$ cat src/rtl/angle_range_reducer.sv
// angle_range_reducer: reduces a signed fixed-point angle theta to
// theta = r + k*pi/2 with r in [-pi/4, +pi/4], using a restoring
// shift-subtract divider that produces one quotient bit per cycle.
//
// Ports:
//   clk, rst_n          clock (rising edge), asynchronous active-low reset
//   in_valid/in_ready   input handshake; in_ready is high only in IDLE
//   angle_in            signed angle, IN_WIDTH bits, FRAC fractional bits
//   out_valid/out_ready output handshake; out_valid is high only in DONE
//   angle_out           signed residual r, WIDTH bits (Q2.FRAC)
//   flip                quadrant code for the flip/result correction stage
//   quadrant            full signed k (only with ANGLE_RANGE_REDUCER_QUADRANT_EN)
//
// Optional feature macro: ANGLE_RANGE_REDUCER_QUADRANT_EN
module angle_range_reducer #(
  parameter int unsigned IN_WIDTH = 20,
  parameter int unsigned WIDTH    = 16,
  parameter int unsigned FRAC     = 13,
  parameter int unsigned HALF_PI  = 12868
) (
  input  logic                       clk,
  input  logic                       rst_n,
  input  logic                       in_valid,
  output logic                       in_ready,
  input  logic [IN_WIDTH-1:0]        angle_in,
  output logic                       out_valid,
  input  logic                       out_ready,
  output logic signed [WIDTH-1:0]    angle_out,
  output logic [2:0]                 flip
`ifdef ANGLE_RANGE_REDUCER_QUADRANT_EN
  ,
  output logic signed [IN_WIDTH-FRAC+1:0] quadrant
`endif
);

  localparam int unsigned Q_BITS = IN_WIDTH - FRAC;
  localparam int unsigned AW     = IN_WIDTH + Q_BITS;
  localparam int unsigned MW     = IN_WIDTH + 1;
  localparam int unsigned CW     = (Q_BITS > 1) ? $clog2(Q_BITS) : 1;
  localparam int unsigned KW     = Q_BITS + 2;

  localparam logic [AW-1:0] HP_AW = AW'(HALF_PI);
  localparam logic [AW-1:0] QP_AW = AW'(HALF_PI >> 1);

  typedef enum logic [1:0] {IDLE, DIVIDE, ADJUST, DONE} state_t;

  state_t              state, state_n;
  logic [AW-1:0]       rem, rem_n;
  logic [Q_BITS-1:0]   q, q_n;
  logic                sign, sign_n;
  logic [CW-1:0]       cnt, cnt_n;
  logic [WIDTH-1:0]    angle_out_n;
  logic [2:0]          flip_n;

  logic [MW-1:0]       ext, mag;
  logic [AW-1:0]       shifted, rem_a;
  logic                adj;
  logic [Q_BITS-1:0]   q_a;
  logic [WIDTH-1:0]    r_mag, r_c;
  logic [1:0]          k_lo;

  // Magnitude in one extra bit so the most negative input does not overflow
  assign ext = {angle_in[IN_WIDTH-1], angle_in};
  assign mag = angle_in[IN_WIDTH-1] ? (~ext + MW'(1)) : ext;

  // Divisor aligned to the current quotient bit
  assign shifted = HP_AW << cnt;

  // Final rounding step: fold remainders above pi/4 into the next quadrant
  assign adj   = rem > QP_AW;
  assign rem_a = adj ? (rem - HP_AW) : rem;
  assign q_a   = adj ? (q + Q_BITS'(1)) : q;

  // Apply the input sign; only k mod 4 is needed for the flip code
  assign r_mag = rem_a[WIDTH-1:0];
  assign r_c   = sign ? (~r_mag + WIDTH'(1)) : r_mag;
  assign k_lo  = sign ? (~q_a[1:0] + 2'd1) : q_a[1:0];

`ifdef ANGLE_RANGE_REDUCER_QUADRANT_EN
  logic [KW-1:0] k_full, quadrant_n;
  assign k_full = sign ? (~KW'(q_a) + KW'(1)) : KW'(q_a);
`endif

  // Next-state and datapath update
  always_comb begin
    state_n     = state;
    rem_n       = rem;
    q_n         = q;
    sign_n      = sign;
    cnt_n       = cnt;
    angle_out_n = angle_out;
    flip_n      = flip;
`ifdef ANGLE_RANGE_REDUCER_QUADRANT_EN
    quadrant_n  = quadrant;
`endif
    case (state)
      IDLE: begin
        if (in_valid) begin
          state_n = DIVIDE;
          sign_n  = angle_in[IN_WIDTH-1];
          rem_n   = AW'(mag);
          q_n     = '0;
          cnt_n   = CW'(Q_BITS - 1);
        end
      end
      DIVIDE: begin
        if (rem >= shifted) begin
          rem_n = rem - shifted;
          q_n   = q | (Q_BITS'(1) << cnt);
        end
        if (cnt == '0) begin
          state_n = ADJUST;
        end else begin
          cnt_n = cnt - CW'(1);
        end
      end
      ADJUST: begin
        rem_n       = rem_a;
        q_n         = q_a;
        angle_out_n = r_c;
        case (k_lo)
          2'd0: flip_n = 3'b000;
          2'd1: flip_n = 3'b101;
          2'd2: flip_n = 3'b010;
          2'd3: flip_n = 3'b001;
        endcase
`ifdef ANGLE_RANGE_REDUCER_QUADRANT_EN
        quadrant_n  = k_full;
`endif
        state_n     = DONE;
      end
      DONE: begin
        if (out_ready) begin
          state_n = IDLE;
        end
      end
      default: state_n = IDLE;
    endcase
  end

  // State, datapath and output registers
  always_ff @(posedge clk or negedge rst_n) begin
    if (!rst_n) begin
      state     <= IDLE;
      rem       <= '0;
      q         <= '0;
      sign      <= 1'b0;
      cnt       <= '0;
      angle_out <= '0;
      flip      <= 3'b000;
      in_ready  <= 1'b1;
      out_valid <= 1'b0;
`ifdef ANGLE_RANGE_REDUCER_QUADRANT_EN
      quadrant  <= '0;
`endif
    end else begin
      state     <= state_n;
      rem       <= rem_n;
      q         <= q_n;
      sign      <= sign_n;
      cnt       <= cnt_n;
      angle_out <= angle_out_n;
      flip      <= flip_n;
      in_ready  <= (state_n == IDLE);
      out_valid <= (state_n == DONE);
`ifdef ANGLE_RANGE_REDUCER_QUADRANT_EN
      quadrant  <= quadrant_n;
`endif
    end
  end

endmodule

$ cat config.mk
export PLATFORM = sky130hd
export DESIGN_NAME = angle_range_reducer
export DESIGN_NICKNAME = d
export VERILOG_FILES = /design/src/rtl/angle_range_reducer.sv
export SDC_FILE = /design/constraint.sdc
export NUM_CORES = 1
export LEC_CHECK = 0
export ABC_AREA = 1
export CORE_ASPECT_RATIO = 0.8
export CORE_UTILIZATION = 25
export CTS_CLUSTER_SIZE = 8
export DETAILED_ROUTE_END_ITERATION = 10
export GPL_TIMING_DRIVEN = 0
export PLACE_DENSITY = 0.39
export SKIP_CTS_REPAIR_TIMING = 1
export SYNTH_ARGS = -nofsm -noshare
export SYNTH_HDL_FRONTEND = slang
export SYNTH_SLANG_ARGS = --single-unit
$ cat constraint.sdc
create_clock -name clk -period 3.5 [get_ports clk]
set_input_delay 0.7 -clock clk [delete_from_list [all_inputs] [get_ports clk]]
set_output_delay 0.7 -clock clk [all_outputs]
set_load 0.01 [all_outputs]
Yosys cells after proc, flatten, opt, wreduce, memory -nomap -nowiden
Cells that the tools add are included.
{"block": "op_classes", "addsub": 7, "n_lt_le_gt_ge": 2, "n_eq_ne": 11, "n_shift": 2, "mux": 19, "bitwise_logic": 4, "n_reduce_logical": 10}
{"op": "$mux W27", "count": 3}
{"op": "$pmux W27 S3", "count": 1}
{"op": "$ge A27 B27 Y1", "count": 1}
{"op": "$gt A27 B13 Y1 const B", "count": 1}
{"op": "$shl A14 B3 Y27 const A", "count": 1}
{"op": "$sub A27 B14 Y27 const B", "count": 1}
{"op": "$sub A27 B27 Y27", "count": 1}
{"op": "$add A21 B1 Y21 const B", "count": 1}
{"op": "$mux W21", "count": 1}
{"op": "$mux W7", "count": 3}
{"op": "$not A21 Y21", "count": 1}
{"op": "$pmux W7 S3", "count": 1}
{"op": "$add A16 B1 Y16 const B", "count": 1}
{"op": "$mux W16", "count": 1}
{"op": "$not A16 Y16", "count": 1}
{"op": "$pmux W3 S4", "count": 1}
{"op": "$eq A2 B2 Y1 const B", "count": 5}
{"op": "$mux W2", "count": 4}
{"op": "$ne A2 B2 Y1 const B", "count": 4}
{"op": "$pmux W2 S4", "count": 1}
{"op": "$add A7 B1 Y7 const B", "count": 1}
{"op": "$or A7 B7 Y7", "count": 1}
{"op": "$shl A1 B3 Y7 const A", "count": 1}
{"op": "$logic_not A2 Y1", "count": 3}
{"op": "12 further kinds", "count": 15}
{"block": "word_totals", "regBits": 61, "output_inout_bits": 21}

Depth between registers and ports, before layout
Gate-level depths: netlist of the first run.
{"block": "depth", "depth_word": 7, "ltp_mapped": 21, "ltp_nobuf": 21}

Least setup slack after synthesis of the first run
No wires, ideal clock.
{"block": "synth_path", "path_kind": "register to register", "start": "register cnt[1]", "end": "register rem[0]", "setup_ns": 0.123, "arrival_ns": 2.593, "required_time_ns": 3.377, "path_slack_ns": 0.784, "stages_incl_launch_ff": 22, "cell_sequence": "dfrtp_1 inv_1 ha_1 inv_1 nor2_1 inv_1 ha_1 nor2_1 nor2_1 nand2_1 nand2_2 a21oi_2 o21ai_2 nand2_1 a21boi_2 nand2_1 nand2_1 nand2_1 inv_2 nand2_1 o21ai_0 nand2_1"}
{"block": "synth_via", "elab_chain_len": 4, "elab_cells_between_ends": 7, "classes_between": "add/sub (1); order compare (1); eq/ne (1); shift (1); mux (2); reduce/logical (1)"}
{"item": "from (decl)", "line_no": "51", "rtl": "logic [CW-1:0] cnt, cnt_n;"}
{"item": "from (signal assigned)", "line_no": "161", "rtl": "cnt <= cnt_n;"}
{"item": "$shl A14 B3 Y27 (*)", "line_no": "67", "rtl": "assign shifted = HP_AW << cnt;"}
{"item": "$sub A27 B27 Y27 / $ge A27 B27 Y1 (equally long branches)", "line_no": "108, 107"}
{"item": "$mux W27 / $ne A2 B2 Y1 (equally long branches)"}
{"item": "$pmux W27 S3 / $reduce_and A3 Y1 (equally long branches)"}
{"item": "to (signal assigned)", "line_no": "158", "rtl": "rem <= rem_n;"}
{"item": "to (decl)", "line_no": "48", "rtl": "logic [AW-1:0] rem, rem_n;"}
Mark *: on every way between the ends. The rest lies on a longest branch, timed or not. The select of a mux whose other input is x is not followed.
A chain may end at the register's enable or synchronous reset.

Final worst setup path of the first run
{"block": "layout_path", "start": "register cnt[1]", "end": "register rem[19]"}
{"block": "layout_via", "elab_chain_len": 4, "elab_cells_between_ends": 7, "classes_between": "add/sub (1); order compare (1); eq/ne (1); shift (1); mux (2); reduce/logical (1)"}
{"item": "$shl A14 B3 Y27 (*)", "line_no": "67"}
{"item": "$sub A27 B27 Y27 / $ge A27 B27 Y1 (equally long branches)", "line_no": "108, 107"}
{"item": "$mux W27 / $ne A2 B2 Y1 (equally long branches)"}
{"item": "$pmux W27 S3 / $reduce_and A4 Y1 (equally long branches)"}
Marks and branches as above.

==> results.toml, run 1 <==
[clocking]
cts-root-buf = "clkbuf_16"
clk_latency_ns = 0.32
cts_buffer_depth = 2
cts_buffers = 5
clock_sinks = 56
cts_max_level = 2
cts_tree = "built"
clk_pin_slew_ns = 0.08

[worst_setup_path]
cp_max_fo = 8
slowest_stage = "dfrtp_2"
crit_arrival_ns = 3.52
cp_slowest_stage_delay_ns = 0.44
critPathMostFrequentCell = "nand2_1"
worst-setup-path-type = "register to register"
required_ns = 3.76
cpLargestDelayFamily = "simple AND/OR/NAND/NOR gates"
end_kind = "register"
worstPathCellList = "inv_2 > ha_1 > inv_1 > nor2_2 > inv_1 > ha_4 > inv_1 > nor2_2 > nand2_1 > nand2_4 > a21oi_2 > o21ai_2 > nand2_1 > a21boi_2 > nand2_2 > nand2_2 > nand3b_4 > nor2_4 > nand2_1 > nand2_1"
critPathBufInv = 4
cp-start-kind = "register"

[finish]
final_nets = 1036
area_growth_pct = 18.7
stdcell_count = 1286
utilization_pct = 30.5
drive_gt1_share_pct = 8.98
antenna_cells = 0

[floorplanning]
core_um2 = 22600
initial_core_util_pct = 25.7
rows = 49
io_pins = 45
die_w_um = 173
die_h_um = 138
die_area_um2 = 23900

[synth]
yosysSeqAreaShare_pct = 24.1
yosysWarningCount = 0
postSynthNetCount = 980
syn_area_um2 = 5820
synth-edff-count = 0
synth_seq_cells = 56
syn-instance-count = 923
yosysUniqueCellTypes = 50
ys.flop_type = "dfrtp_1"
syn_area_per_cell_um2 = 6.30
synth_async_sr_flop_share_pct = 100

[global_routing]
grt_start_max_net_pins = 57
antenna_found_initial = 0
grt_pass1_vias = 5927
globalRouteOverflowTotal = 0
grtUsageTotal_pct = 19.6
grt_pass1_wl_um = 35800

[drt]
ant_nets = 0
vias_per_cell = 4.86
first_pass_iters = 5
drtIter0Drc = 477
wl_per_cell_um = 17.9
drcViolationCount = 0
wl_um = 23000
vias = 6250

[power_and_ir_drop]
seqPwrFrac_pct = 16.1
p_per_area_nw_per_um2 = 1180
ir_drop_mv = 0.356
p_switching_mw = 4.78
p_int_mw = 3.34
switching_share_pct = 58.9
pwr-share-comb_pct = 76.8
pwr-share-clk_pct = 7.1
p_leak_nw = 3.20

[placement]
dpl.hpwl_um = 18700
dp_cells = 1272
gp_congestion = 0.936
io_buffers = 43

[sta]
hold_slack_ns = 0.451
worstMarginPinSlew_ns = 0.822
clock-skew-final_ns = 0.0105
slew_viol_final = 0
worst_slew_margin_rel_pct = 45.2
fin_crit_ns = 3.27
grt_setup_unrepaired = "false"
hold_viol = 0
max_freq_ghz = 0.306
finalCritPeriodShare_pct = 93.4
tns_ns = 0
setup_viol = 0

[flow_run]
drv_cap = 0

[outcome]
status = "finished clean"

[min_path]
hold_class = "input pin to asynchronous set/reset pin"
## worst register-to-register path: cells and delay by family, from the launching register on
family | cells | cell delay (ns)
AND/OR/NAND/NOR | 11 | 1.47
AO/OA/AOI/OAI | 3 | 0.49
flip-flops | 1 | 0.44
adder cells (fa/ha/maj) | 2 | 0.44
buffers and inverters | 4 | 0.38
## cells in the final DEF, fill, tap and decap left out, types with 4 or more instances in the layout
cell type | synthesis | layout
ha_1 | 33 | 31
a21o_1 | 4 | 4
or2_2 | 5 | 5
xnor2_1 | 5 | 5
nand3b_1 | 6 | 6
nand4_1 | 14 | 14
nand2_1 | 212 | 209
nor2_1 | 84 | 81
xor2_1 | 24 | 24
clkdlybuf4s50_1 | 0 | 42
nand2_2 | 16 | 18
clkbuf_16 | 0 | 5
inv_2 | 13 | 15
nand3_1 | 60 | 60
nor4_1 | 5 | 4
clkbuf_1 | 15 | 13
inv_1 | 116 | 114
a21oi_1 | 65 | 65
nor2_2 | 6 | 8
o31ai_1 | 4 | 4
o211ai_1 | 7 | 7
a31oi_1 | 8 | 8
buf_4 | 2 | 9
dfrtp_1 | 55 | 54
o21ai_0 | 102 | 101
o22ai_1 | 4 | 4
nor3_1 | 20 | 20
## synth_stat cells (7+ instances only)
master,number,share of area (%)
a21oi_1,65,5.6
a31oi_1,8,0.86
clkbuf_1,15,0.97
dfrtp_1,55,24
ha_1,33,7.1
inv_1,116,7.5
inv_2,13,0.84
nand2_1,212,14
nand2_2,16,1.7
nand3_1,60,5.2
nand4_1,14,1.5
nor2_1,84,5.4
nor3_1,20,1.7
o211ai_1,7,0.90
o21ai_0,102,8.8
xor2_1,24,3.6
## sequential cells by signal, summed over array words and instances (netlist names), 2 cells and up
name	count
rem	27
angle_out	16
state	2
q	2
flip	3
cnt	3
## cell type report
cell class | count | area, µm²
inverters | 129 | 484
clock inverters | 3 | 27.5
flip-flops and latches | 56 | 1400
fillers | 2580 | 15700
clock buffers | 5 | 125
well taps | 306 | 383
repair buffers | 50 | 480
plain buffers | 22 | 134
multi-input cells | 715 | 3860
## final timing paths
check	end	cells past startpoint	slack (ns)	startpoint
worst max register to register	rem[19]	20	0.23	cnt[1]
max in group asynchronous	cnt[1]	1	2.46	rst_n
worst min-delay path	angle_out[2]	1	0.45	rst_n
min in group clk	flip[0]	2	0.48	flip[0]
worst min register to register	flip[0]	2	0.48	flip[0]
worst max-delay path	rem[19]	20	0.23	cnt[1]
## routing by layer
| metal | GRT usage (%) | wire length [µm] | vias up | part of all wire (%) |
|---|---|---|---|---|
| met5 | 0 | 0 | - | 0 |
| met4 | 3.62 | 234 | 0 | 1.0 |
| met3 | 2.78 | 1220 | 16 | 5.3 |
| met2 | 27.6 | 8930 | 153 | 39 |
| met1 | 31.0 | 12600 | 2895 | 55 |
| li1 | - | - | 3186 | - |
## kinds of logic after synthesis
logic type                 Yosys count  share of synthesized area, %
xor gates and xnor gates            29                          4.37
and+or+nand+nor                    438                          33.4
adders and majority gates           33                          7.10
buffers and inverters              152                          10.5
DFF                                 56                          24.1
muxes                                1                         0.172
AOI/OAI and AO/OA                  214                          20.3
## stage by stage
step	setup slack [ns]	instance area (µm²)	total power, mW
3_3_place_gp	-0.487	6630	7.33
2_1_floorplan	0.784	5820	5.25
6_report	0.231	6900	8.11
4_1_cts	-0.417	6780	7.88
3_5_place_dp	-0.397	6630	7.27
5_1_grt	0.00544	6900	8.89
## power by group through the flow
stage          Combinational, mW  Sequential (mW)  Clock, mW
6_report                    6.23             1.31      0.574
5_1_grt                     6.93             1.35      0.613
4_1_cts                     6.00             1.28      0.592
3_5_place_dp                5.97             1.30          0
3_3_place_gp                6.03             1.30          0
2_1_floorplan               4.03             1.22          0
Power figures use the tool's default switching activity.
==> run 2, diff against run 1 <==
- CORE_ASPECT_RATIO: 0.8 -> 1.5
==> run 2 against run 1 <==
Net effect: worst hold slack improved by 0.018 ns; via count fell by 0.58%; clock skew barely moved; largest cell class unchanged; highest routed layer unchanged.
==> results.toml, run 2 (synthesized netlist as in run 1, its figures left out) <==
[clocking]
clk_latency_ns = 0.32
clock_sinks = 56
cts-root-buf = "clkbuf_16"
cts_buffer_depth = 2
cts_tree = "built"
clk_pin_slew_ns = 0.08
cts_buffers = 5
cts_max_level = 2

[worst_setup_path]
worst-setup-path-type = "register to register"
cp_slowest_stage_delay_ns = 0.46
critPathBufInv = 4
rrSetupSlack_ns = 0.14
cp_max_fo = 7
critPathMostFrequentCell = "nand2_4"
r2r_start = "cnt[1]"
worstPathCellList = "inv_4 > ha_2 > inv_1 > nor2_4 > inv_2 > ha_4 > nor2_1 > nor2_1 > nand2_1 > nand2_4 > a21oi_2 > o21ai_2 > nand2_2 > a21boi_4 > nand2_4 > nand2_4 > nand2_2 > inv_4 > o211ai_1 > o21ai_0"
cpLargestDelayFamily = "simple AND/OR/NAND/NOR gates"
crit_arrival_ns = 3.61
slowest_stage = "dfrtp_2"
r2r_cells = 20
required_ns = 3.75
reg2reg_to = "rem[8]"
end_kind = "register"
cp-start-kind = "register"

[global_routing]
grt_use_met1_pct = 21.4
grt_pass1_wl_um = 36900
grt_use_met3_pct = 2.02
antenna_found_initial = 0
globalRouteOverflowTotal = 0
grtUsageTotal_pct = 20.9
use_met2_pct = 41.8
grt_start_max_net_pins = 57
grt_pass1_vias = 6193
grt.busiest_layer = "met2"

[finish]
design_area_um2 = 6950
fillers = 2590
layout_commonest_cell = "nand2_1"
antenna_cells = 0
top_register = "rem"
largest_reg_flops = 27
area_growth_pct = 19.5
drive_gt1_share_pct = 9.64
mostFrequentLayoutCells = "208 x nand2_1, 113 x inv_1, 96 x o21ai_0"
top_regs = "rem x27, angle_out x16"
stdcell_count = 1265
final_nets = 1041

[power_and_ir_drop]
p_per_area_nw_per_um2 = 1170
power_mw = 8.15
p_leak_nw = 3.25
ir_drop_mv = 0.319

[placement]
pre_cts_ws_ns = -0.701
io_buffers = 43
placed_area_um2 = 6600
gp_congestion = 0.881
dpl.hpwl_um = 19800
dp_cells = 1246

[sta]
setup_ws_ns = 0.135
fin_crit_ns = 3.36
clock-skew-final_ns = 0.0102
hold_slack_ns = 0.469
finalCritPeriodShare_pct = 96.1
slew_viol_final = 0
worstMarginPinSlew_ns = 0.835
setup_viol = 0
worst_slew_margin_rel_pct = 44.2
hold_viol = 0
max_freq_ghz = 0.297

[floorplanning]
core_um2 = 22900
die_w_um = 127
initial_core_util_pct = 25.4
die_h_um = 189
die_area_um2 = 23900
io_pins = 45
rows = 68

[flow_run]
drv_cap = 0

[drt]
drtIter0Drc = 332
wl_um = 24200
vias = 6214
drcViolationCount = 0
wl_per_cell_um = 19.1
vias_per_cell = 4.91
ant_nets = 0
first_pass_iters = 6

[min_path]
hold_class = "input pin to asynchronous set/reset pin"

[outcome]
status = "finished clean"
run 2: worst reg2reg max path: stages, from the launching register on:
cell and delay (ns):
dfrtp_2 0.46, inv_4 0.08, ha_2 0.18, inv_1 0.08
nor2_4 0.26, inv_2 0.11, ha_4 0.30, nor2_1 0.04
nor2_1 0.16, nand2_1 0.12, nand2_4 0.10, a21oi_2 0.08
o21ai_2 0.20, nand2_2 0.10, a21boi_4 0.22, nand2_4 0.09
nand2_4 0.08, nand2_2 0.08, inv_4 0.14, o211ai_1 0.25
o21ai_0 0.15
run 2: final cells by class:
type / count / area [µm²] / share of cell area [%]
Clock buffer: 5 / 125 / 1.80
Tap cell: 280 / 350 / 5.04
Buffer: 22 / 134 / 1.93
Clock inverter: 3 / 25.0 / 0.360
Multi-Input combinational cell: 715 / 3890 / 55.9
Inverter: 129 / 489 / 7.04
Sequential cell: 56 / 1400 / 20.2
Timing Repair Buffer: 55 / 536 / 7.71
run 2: where the power goes:
| part | switching (mW) | total [mW] | internal [mW] | leakage [nW] |
|---|---|---|---|---|
| combinational | 4.07 | 6.27 | 2.20 | 2.48 |
| clock | 0.297 | 0.570 | 0.273 | 0.0708 |
| sequential | 0.363 | 1.31 | 0.942 | 0.697 |
| total | 4.73 | 8.15 | 3.41 | 3.25 |
run 2: worst max-delay path by stage:
stage               depth (start not counted)    from  endpoint
finish                                     20  cnt[1]    rem[8]
global route                               20  cnt[1]   rem[21]
CTS                                        20  cnt[1]   rem[21]
detailed placement                         20  cnt[1]   rem[21]
global placement                           20  cnt[1]   rem[21]
floorplan                                  21  cnt[1]    rem[0]
run 2: metrics by stage:
step	TNS (ns)	utilization (%)
6_report	0	30.4
4_1_cts	-17.90	29.5
2_1_floorplan	0	-
3_5_place_dp	-17.15	28.8
3_3_place_gp	-46.91	28.8
5_1_grt	-0.0301	30.4
run 2: metal layers:
metal / wire, µm / vias up
met5: 0 / -
met4: 1090 / 0
met3: 509 / 31
met2: 13500 / 112
met1: 9120 / 2899
li1: - / 3172
==> run 3, diff against run 2 <==
- CELL_PAD_IN_SITES_DETAIL_PLACEMENT: not set -> 2
- CELL_PAD_IN_SITES_GLOBAL_PLACEMENT: not set -> 2
- CORE_ASPECT_RATIO: 1.5 -> 1.25
- GPL_TIMING_DRIVEN: 0 -> not set
- PLACE_DENSITY: 0.39 -> 0.63
==> run 3 against run 2 <==
Net effect: worst hold slack worse by 0.10 ns; sequential share of layout area rose by 0.29 points; the run now ends with design-rule violations left; critical path depth down 2; count of clock-buffer cells in the layout is the same.
==> results.toml, run 3 (synthesized netlist as in run 1, its figures left out) <==
[power_and_ir_drop]
p_switching_mw = 4.82
switching_share_pct = 58.9
p_leak_nw = 3.22
p_int_mw = 3.36
seqPwrFrac_pct = 16.8
power_mw = 8.18
pwr-share-clk_pct = 6.6
ir_drop_mv = 0.268
pwr-share-comb_pct = 76.5
p_per_area_nw_per_um2 = 1190

[finish]
design_area_um2 = 6840
utilization_pct = 29.9
layout_commonest_cell = "nand2_1"
fillers = 2843
area_growth_pct = 17.7
mostFrequentLayoutCells = "211 x nand2_1, 114 x inv_1, 101 x o21ai_0"
stdcell_count = 1263
top_regs = "rem x27, angle_out x16"
antenna_cells = 0
largest_reg_flops = 27
final_nets = 1031
top_register = "rem"
drive_gt1_share_pct = 9.23

[clocking]
cts_max_level = 2
clk_latency_ns = 0.31
clk_pin_slew_ns = 0.08
cts_buffers = 5
cts_buffer_depth = 2
cts_tree = "built"
cts-root-buf = "clkbuf_16"
clock_sinks = 56

[drt]
first_pass_iters = 9
ant_nets = 0
vias = 6363
wl_um = 25600
vias_per_cell = 5.04
wl_per_cell_um = 20.3
drcViolationCount = 10
drtIter0Drc = 285

[sta]
fin_crit_ns = 3.21
slew_viol_final = 0
hold_slack_ns = 0.367
setup_viol = 0
hold_viol = 0
worstMarginPinSlew_ns = 0.800
grt_setup_unrepaired = "false"
finalCritPeriodShare_pct = 91.8
tns_ns = 0
setup_ws_ns = 0.285
worst_slew_margin_rel_pct = 46.6
clock-skew-final_ns = 0.0104
max_freq_ghz = 0.311

[floorplanning]
die_w_um = 138
die_h_um = 173
io_pins = 45
rows = 62
die_area_um2 = 23900
initial_core_util_pct = 25.4
core_um2 = 22900

[placement]
placed_area_um2 = 6670
io_buffers = 44
pre_cts_ws_ns = -0.00170
gp_congestion = 0.873
dpl.hpwl_um = 21600
dp_cells = 1255

[min_path]
hold_class = "input pin to asynchronous set/reset pin"

[worst_setup_path]
rrSetupSlack_ns = 0.29
cp-start-kind = "register"
cp_max_fo = 8
required_ns = 3.70
end_kind = "register"
crit_arrival_ns = 3.41
worst-setup-path-type = "register to register"

[global_routing]
grt_pass1_vias = 6792
antenna_found_initial = 0
grtUsageTotal_pct = 22.2
grt_start_max_net_pins = 34
globalRouteOverflowTotal = 0
grt_pass1_wl_um = 40500

[outcome]
status = "finished, violations left"
failed_checks = "design-rule violations"

[flow_run]
drv_cap = 0
run 3: worst max-delay path: stages, from the launching register on:
cell	delay (ns)
dfrtp_1	0.39
inv_2	0.08
ha_1	0.34
nand2_1	0.12
o21ai_0	0.17
ha_1	0.42
nand2_1	0.09
nor2_1	0.11
inv_1	0.06
nor2_1	0.12
inv_1	0.09
nor4_2	0.29
nor3_1	0.09
nand2_2	0.13
nand2_1	0.12
inv_4	0.14
nand2_1	0.08
o21ai_0	0.17
nand2_1	0.08
run 3: path summary, 6_finish.rpt:
check	endpoint	start	depth (start not counted)
setup / recovery	rem[1]	cnt[0]	18
hold / removal	state[0]	rst_n	1
setup reg to reg	rem[1]	cnt[0]	18
hold reg to reg	flip[2]	flip[2]	2
max in group asynchronous	cnt[1]	rst_n	2
min in group clk	flip[2]	flip[2]	2
run 3: per-layer routing:
metal / vias up / routed length, µm / track usage (%)
met2: 70 / 13600 / 42.6
met5: - / 0 / 0
li1: 3148 / - / -
met4: 0 / 746 / 6.93
met1: 3118 / 10900 / 25.7
met3: 27 / 347 / 1.70
run 3: power by group through the flow:
stage / Clock, mW / Sequential, mW / Combinational (mW)
finish: 0.542 / 1.38 / 6.26
detailed placement: 0 / 1.39 / 6.30
global route: 0.581 / 1.42 / 7.02
floorplan: 0 / 1.22 / 4.03
global placement: 0 / 1.38 / 6.19
CTS: 0.561 / 1.38 / 6.33
run 3: cell type report:
class / instances / area (µm²) / share of cell area (%)
multi-input cells: 715 / 3830 / 55.9
flip-flops and latches: 56 / 1400 / 20.5
repair buffers: 67 / 621 / 9.07
inverters: 129 / 487 / 7.11
well taps: 288 / 360 / 5.27
clock buffers: 5 / 125 / 1.83
clock inverters: 3 / 21.3 / 0.311
